[config.mk]
export PLATFORM = sky130hd
export DESIGN_NAME = uart_tx_frame
export DESIGN_NICKNAME = d
export VERILOG_FILES = /design/src/rtl/uart_tx_frame.sv
export SDC_FILE = /design/constraint.sdc
export NUM_CORES = 1
export LEC_CHECK = 0
export CORE_AREA = 2 2 63 65
export DETAILED_ROUTE_END_ITERATION = 10
export DIE_AREA = 0 0 65 67
export DONT_BUFFER_PORTS = 1
export PLACE_DENSITY = 0.59
export SLEW_MARGIN = 0
export SYNTH_ARGS = -nofsm -noshare
export SYNTH_HDL_FRONTEND = slang
export SYNTH_SLANG_ARGS = --single-unit
[constraint.sdc]
create_clock -name clk -period 2.1 [get_ports clk]
set_input_delay 0.42 -clock clk [delete_from_list [all_inputs] [get_ports clk]]
set_output_delay 0.42 -clock clk [all_outputs]
set_load 0.1 [all_outputs]
[src/rtl/uart_tx_frame.sv]
// uart_tx_frame: parametrised UART transmitter (start, LSB-first data, optional parity, 1/2 stop bits)
module uart_tx_frame #(
    parameter int CLK_FREQ  = 25_000_000,
    parameter int BAUDRATE  = 9600,
    parameter int DATA_BITS = 8,
    parameter int PARITY    = 0,
    parameter int STOP_BITS = 1
) (
    input  logic                 clk,
    input  logic                 rst,
    input  logic [DATA_BITS-1:0] tx_data,
    input  logic                 tx_valid,
    output logic                 tx_ready,
    output logic                 tx,
    output logic                 tx_done,
    output logic                 busy
);
    localparam int DIV = (CLK_FREQ + BAUDRATE / 2) / BAUDRATE;
    localparam int CW  = DIV > 1 ? $clog2(DIV) : 1;

    if (DIV < 2 || DATA_BITS < 5 || DATA_BITS > 9 || PARITY < 0 || PARITY > 2 ||
        STOP_BITS < 1 || STOP_BITS > 2) begin : g_param_err
        $error("uart_tx_frame: illegal parameter combination");
    end

    typedef enum logic [2:0] {IDLE, START, DATA, PAR, STOP} state_t;

    state_t               state, state_n;
    logic [CW-1:0]        cnt, cnt_n;
    logic [3:0]           idx, idx_n;
    logic [DATA_BITS-1:0] sh, sh_n;
    logic                 par, par_n;
    logic                 tx_n, done_n;
    logic                 tick;

    assign tick     = cnt == CW'(DIV - 1);
    assign tx_ready = state == IDLE && !rst;
    assign busy     = state != IDLE;

    // state and line registers; reset parks the line high and drops any frame in flight
    always_ff @(posedge clk) begin
        if (rst) begin
            state   <= IDLE;
            cnt     <= '0;
            idx     <= '0;
            sh      <= '0;
            par     <= 1'b0;
            tx      <= 1'b1;
            tx_done <= 1'b0;
        end else begin
            state   <= state_n;
            cnt     <= cnt_n;
            idx     <= idx_n;
            sh      <= sh_n;
            par     <= par_n;
            tx      <= tx_n;
            tx_done <= done_n;
        end
    end

    // next-state: each bit lasts DIV cycles; the next line level is registered at the bit boundary
    always_comb begin
        state_n = state;
        cnt_n   = tick ? '0 : cnt + 1'b1;
        idx_n   = idx;
        sh_n    = sh;
        par_n   = par;
        tx_n    = tx;
        done_n  = 1'b0;
        case (state)
            IDLE: begin
                cnt_n = '0;
                tx_n  = 1'b1;
                if (tx_valid && tx_ready) begin
                    state_n = START;
                    sh_n    = tx_data;
                    par_n   = ^tx_data ^ (PARITY == 1);
                    tx_n    = 1'b0;
                end
            end
            START: if (tick) begin
                state_n = DATA;
                idx_n   = '0;
                tx_n    = sh[0];
                sh_n    = sh >> 1;
            end
            DATA: if (tick) begin
                if (idx == 4'(DATA_BITS - 1)) begin
                    state_n = PARITY != 0 ? PAR : STOP;
                    tx_n    = PARITY != 0 ? par : 1'b1;
                    idx_n   = '0;
                end else begin
                    idx_n = idx + 1'b1;
                    tx_n  = sh[0];
                    sh_n  = sh >> 1;
                end
            end
            PAR: if (tick) begin
                state_n = STOP;
                tx_n    = 1'b1;
                idx_n   = '0;
            end
            STOP: if (tick) begin
                if (idx == 4'(STOP_BITS - 1)) begin
                    state_n = IDLE;
                    done_n  = 1'b1;
                end else begin
                    idx_n = idx + 1'b1;
                end
            end
            default: state_n = IDLE;
        endcase
    end
endmodule
==> results of run 1 <==
[worst max-delay path, stage by stage (launching register included)]
cell,delay (ns)
dfxtp_1,0.44
nor2_1,0.38
nand2_4,0.12
nor2_4,0.14
buf_12,0.18
[final cells by class]
class                           instances  area, um^2  share of cell area
Multi-Input combinational cell        138       957.2              0.5387
Sequential cell                        29       580.6              0.3268
Clock buffer                            6       72.57             0.04085
Timing Repair Buffer                    6       70.07             0.03944
Tap cell                               48       60.06             0.03380
Inverter                                7       26.28             0.01479
Clock inverter                          2       10.01            0.005634
[state kept, by name, summed over array words and instances (netlist names)]
| name | count |
|---|---|
| sh | 8 |
| tx | 1 |
| idx | 4 |
| state | 3 |
| cnt | 12 |
| tx_done | 1 |
[path summary, 6_finish.rpt]
| check | from | endpoint | slack (ns) | cells past startpoint |
|---|---|---|---|---|
| worst max-delay path | state[1] | tx_ready | 0.12 | 4 |
| worst min-delay path | rst | idx[3] | 0.21 | 1 |
| worst max register to register | state[1] | sh[1] | 0.23 | 4 |
| worst min register to register | cnt[0] | cnt[0] | 0.46 | 1 |
[logic make-up (layout without fill, tap and decap cells)]
kind of cell    Yosys count  in the layout  share of synthesized area
mux                      10             10                    0.06745
xor+xnor                 12             12                    0.07675
compound gates           35             35                     0.1403
buf+inv                  15             21                    0.05658
flops                    29             29                     0.3597
simple gates             78             78                     0.2760
fa+ha+maj                 3              3                    0.02326
[cell usage in the layout (no fill, tap or decap), types with 2 or more instances in the layout]
master	instances
dfxtp_1	29
nor2_1	18
nand3_1	17
o21ai_0	12
a21oi_1	12
nand2_1	9
xor2_1	8
mux2_2	7
inv_1	6
nand4_1	6
and2b_1	5
clkbuf_8	5
buf_4	4
xnor2_1	3
nor3b_1	3
mux2i_1	3
ha_1	3
and2b_2	2
a31oi_1	2
nor2b_1	2
clkinv_2	2
buf_12	2
[per-layer routing]
metal  GRT usage  wire [um]  vias to the layer above
met2      0.2771       1442                       14
met3     0.06081        135                        6
met4     0.08777         58                        0
met1      0.1886       1441                      597
met5           0          0                        -
li1            -          -                      656
[power breakdown]
part	internal, mW	leakage (nW)	total, mW	switching (mW)
registers	0.609	0.235	0.664	0.0555
logic	0.219	0.383	0.580	0.361
clock network	0.229	0.0450	0.435	0.206
[cell usage after synthesis, types with 2 or more instances]
cell	number	area, um^2
mux2_2	7	78.83
mux2i_1	3	30.03
xor2_1	8	70.07
dlygate4sd1_1	2	17.52
nand4_1	6	37.54
nand3_1	17	85.08
nand2_1	10	37.54
o21ai_0	12	60.06
nor2b_1	2	12.51
xnor2_1	3	26.28
and2b_2	2	17.52
and2b_1	5	37.54
dfxtp_1	29	580.6
nor3b_1	3	22.52
a21oi_1	12	60.06
a31oi_1	2	12.51
inv_1	6	22.52
nor2_1	19	71.32
ha_1	3	37.54
buf_6	3	33.78
==> run_results.csv, run 1 <==
group,metric,value,unit
sta,relSlewSlack,0.6403,
floorplanning,die_w,65,um
synthesis,synth_ff_type,"dfxtp_1",
final_layout,stdcell_count,236,
floorplanning,dieHeight,67,um
final_layout,final_core_util,0.4927,
detailed_routing,postRouteAntennaNets,0,
synthesis,synth_nets,196,
global_routing,grt_pass1_vias,1233,
final_layout,fillers,331,
global_routing,antenna_found_initial,0,
power,leakagePower,0.6637,nW
global_routing,grt_pass1_wl,5.464,mm
global_routing,grt_overflow_total,0,
cts,cts.repair.resized,0,
synthesis,synth_area,0.001614,mm^2
sta,fmaxAchievable,504.6,MHz
cts,cts.reportedPaths.clkPinSlew,0.06,ns
synthesis,yosysUniqueCellTypes,48,
sta,finalHoldViolations,0,
sta,setup-tns-final,0,ns
detailed_routing,firstDrtPassIters,4,
power,ir_drop,0.3908,mV
place,dp_hpwl,2.297,mm
place,pre_cts_slack,0.2289,ns
cts,ctsHoldBuffers,0,
cts,clockBufferDepth,2,
place,gp_congestion,0.8014,
final_layout,drive_gt1_frac,0.1702,
synthesis,yosysWarnings,0,
place,io_buffers,0,
sta,setup_viol,0,
worst_setup_path,crit_required,1.68,ns
sta,maxSlewViolCount,0,
sta,min_period,1.982,ns
status,status,"finished clean",
final_layout,area_delta_synth_final,10.08,%
power,power_density,945.2,mW/mm^2
worst_setup_path,cp-start-kind,"flop",
sta,hold-worst-slack,0.2093,ns
synthesis,synth_edf_count,0,
floorplanning,coreArea,0.003606,mm^2
global_routing,grt_max_degree,24,
place,place_area,0.001694,mm^2
synthesis,syn_avg_cell_area,8.868,um^2
detailed_routing,vias,1273,
detailed_routing,vias_per_cell,5.394,
floorplanning,top_level_ports,15,
run,maxCapViolCount,0,
synthesis,ys_ff_latch,29,
final_layout,stdcell_area,0.001777,mm^2
sta,tightestPinTransition,0.5357,ns
worst_setup_path,end_kind,"primary output",
hold_path,hold_path.class,"in -> reg",
sta,setup_ws,0.1181,ns
worst_setup_path,arrival,1.56,ns
cts,cts_buffers,5,
final_layout,fin_nets,201,
cts,cts_setup_buffers,0,
worst_setup_path,worstSetupPathType,"reg -> out",
cts,clock_latency,0.28,ns
floorplanning,start_util,0.4476,
synthesis,async_reset_ff_frac,0,
floorplanning,fp.dieArea,0.004355,mm^2
floorplanning,rows,22,
detailed_routing,drt-total-wl,3.077,mm
global_routing,track_usage,0.1676,
detailed_routing,drc_errors,0,
place,dpl.cell_count,228,
synthesis,ys_seq_area_frac,0.3597,
detailed_routing,wl_per_cell,13.04,um
final_layout,n_antenna_cell,0,
sta,fin_skew,0.004637,ns
sta,grt_setup_unrepaired,"false",
worst_setup_path,cp_max_fo,9,
sta,fin_crit_sh,0.9438,
cts,cts_root_buffer,"clkbuf_8",
cts,cts.sinks,29,
detailed_routing,dr.first_iter.drc_count,66,
cts,ctsHtreeMaxLevel,2,
cts,tritoncts,"yes",
power,p_total,1.679,mW
synthesis,synthCells,182,
Note: power is estimated with default switching activity, not from simulation.
==> inputs of run 2 (changes only) <==
--- a/config.mk
+++ b/config.mk
@@ -5,6 +5,7 @@
 export SDC_FILE = /design/constraint.sdc
 export NUM_CORES = 1
 export LEC_CHECK = 0
+export ABC_CLOCK_PERIOD_IN_PS = 2350
 export CORE_AREA = 2 2 63 65
 export DETAILED_ROUTE_END_ITERATION = 10
 export DIE_AREA = 0 0 65 67
==> constraint.sdc (replaced) <==
create_clock -name clk -period 2.35 [get_ports clk]
set_input_delay 0.47 -clock clk [delete_from_list [all_inputs] [get_ports clk]]
set_output_delay 0.47 -clock clk [all_outputs]
set_load 0.1 [all_outputs]
==> run_results.csv, run 2 (same netlist as run 1, synthesis figures left out) <==
group,metric,value,unit
place,place_area,0.001669,mm^2
floorplanning,die_w,65,um
run,maxCapViolCount,0,
cts,cts_root_buffer,"clkbuf_8",
detailed_routing,postRouteAntennaNets,0,
global_routing,grt_pass1_vias,1232,
global_routing,grt_overflow_total,0,
sta,grt_setup_unrepaired,"false",
detailed_routing,vias_per_cell,5.519,
floorplanning,start_util,0.4476,
power,p_comb_frac,0.322,
power,pwr-share-seq,0.384,
detailed_routing,dr.first_iter.drc_count,139,
hold_path,hold_end,"idx[0]",
cts,cts.sinks,29,
cts,cts_buffers,5,
sta,relSlewSlack,0.6068,
sta,maxSlewViolCount,0,
final_layout,fin_nets,200,
worst_setup_path,rrSetupSlack,0.39,ns
hold_path,hold_path.class,"in -> reg",
sta,tightestPinTransition,0.5862,ns
power,power_switching,0.5636,mW
global_routing,grt_pass1_wl,5.809,mm
final_layout,largest_reg_flops,12,
detailed_routing,vias,1297,
hold_path,min_from,"rst",
worst_setup_path,worstSetupPathType,"reg -> out",
power,power_density,873.9,mW/mm^2
worst_setup_path,rr_startpoint,"state[2]",
final_layout,largestRegisters,"cnt x12, sh x8, idx x4",
final_layout,fillers,369,
power,swShare,0.3643,
hold_path,hold-path-cell-count,1,
final_layout,area_delta_synth_final,9.690,%
final_layout,final_core_util,0.4910,
cts,clockBufferDepth,2,
worst_setup_path,end_kind,"primary output",
sta,setup_viol,0,
floorplanning,dieHeight,67,um
cts,clock_latency,0.29,ns
final_layout,multiInputGateArea,952.2,um^2
power,p_total,1.547,mW
sta,setup-tns-final,0,ns
cts,tritoncts,"yes",
power,leakagePower,0.6640,nW
worst_setup_path,worstReg2RegEnd,"cnt[8]",
sta,fin_skew,0.007219,ns
worst_setup_path,arrival,1.57,ns
place,pre_cts_slack,0.3923,ns
detailed_routing,drc_errors,0,
final_layout,layout_commonest_cell,"dfxtp_1",
power,ir_drop,0.3600,mV
global_routing,grt_max_degree,24,
detailed_routing,wl_per_cell,14.55,um
final_layout,seqCellArea,580.6,um^2
power,p_clk_frac,0.295,
cts,ctsHoldBuffers,0,
cts,ctsHtreeMaxLevel,2,
final_layout,regMostFlops,"cnt",
sta,hold-worst-slack,0.2519,ns
detailed_routing,firstDrtPassIters,4,
place,gp_congestion,0.8371,
cts,cts_setup_buffers,0,
detailed_routing,drt-total-wl,3.419,mm
cts,cts.repair.resized,0,
sta,min_period,2.040,ns
worst_setup_path,cp-start-kind,"flop",
floorplanning,fp.dieArea,0.004355,mm^2
global_routing,antenna_found_initial,0,
place,io_buffers,0,
final_layout,stdcell_count,235,
worst_setup_path,crit_required,1.88,ns
sta,setup_ws,0.3096,ns
floorplanning,top_level_ports,15,
global_routing,track_usage,0.1777,
worst_setup_path,cp_max_fo,9,
place,dpl.cell_count,227,
final_layout,stdcell_area,0.001770,mm^2
place,dp_hpwl,2.453,mm
worst_setup_path,worstRegToRegCells,5,
sta,fin_crit_sh,0.8682,
floorplanning,rows,22,
sta,finalHoldViolations,0,
final_layout,drive_gt1_frac,0.1711,
floorplanning,coreArea,0.003606,mm^2
sta,fmaxAchievable,490.1,MHz
final_layout,n_antenna_cell,0,
status,status,"finished clean",
power,internal_power,0.9836,mW
final_layout,layout_common_cells,"dfxtp_1 (29), nor2_1 (18), nand3_1 (17), o21ai_0 (12), a21oi_1 (12)",
cts,cts.reportedPaths.clkPinSlew,0.06,ns
==> run 2: cell count changes in the layout (fill, tap and decap cells not counted), sizes merged <==
| cell | before | now |
|---|---|---|
| buf | 6 | 5 |
| clkbuf | 6 | 7 |
| clkinv | 3 | 2 |
==> run 2: layout make-up <==
class	instances	area share
Timing Repair Buffer	5	0.02827
Clock buffer	7	0.05442
Clock inverter	1	0.002827
Sequential cell	29	0.3279
Tap cell	48	0.03392
Multi-Input combinational cell	138	0.5378
Inverter	7	0.01484
==> run 2: power by group through the flow <==
| stage | clock network, mW | registers, mW | logic [mW] |
|---|---|---|---|
| 2_1_floorplan | 0 | 0.618 | 0.393 |
| 3_3_place_gp | 0 | 0.601 | 0.485 |
| 3_5_place_dp | 0 | 0.604 | 0.495 |
| 4_1_cts | 0.464 | 0.593 | 0.498 |
| 5_1_grt | 0.492 | 0.601 | 0.537 |
| 6_report | 0.456 | 0.594 | 0.498 |
==> run 2: routing by layer <==
metal | GRT usage | vias to the layer above | wire, um
li1 | - | 649 | -
met1 | 0.2085 | 617 | 1513
met2 | 0.2951 | 24 | 1660
met3 | 0.05236 | 7 | 184
met4 | 0.08777 | 0 | 61
met5 | 0 | - | 0
==> run 2: how the worst max path moves through the flow <==
stage / slack (ns) / endpoint / depth (start not counted) / startpoint
after floorplan: 0.15 / tx_ready / 4 / state[0]
after global placement: 0.49 / cnt[9] / 5 / state[1]
after detailed placement: 0.39 / cnt[8] / 5 / state[0]
after CTS: 0.32 / busy / 3 / state[0]
after global routing: 0.18 / cnt[10] / 5 / state[0]
final: 0.31 / busy / 3 / state[2]
==> run 2: critical path, cell delays in order (launching register included) <==
cell      delay [ns]
dfxtp_1         0.47
clkinv_1        0.31
nand2_2         0.18
buf_4           0.32
==> inputs of run 3 (changes only) <==
--- a/config.mk
+++ b/config.mk
@@ -11,7 +11,8 @@
 export DIE_AREA = 0 0 65 67
 export DONT_BUFFER_PORTS = 1
 export PLACE_DENSITY = 0.59
-export SLEW_MARGIN = 0
+export SKIP_CTS_REPAIR_TIMING = 1
+export SLEW_MARGIN = 10
 export SYNTH_ARGS = -nofsm -noshare
 export SYNTH_HDL_FRONTEND = slang
 export SYNTH_SLANG_ARGS = --single-unit
==> results of run 3 <==
No change in the layout: final DEF, timing and power equal those of run 2.
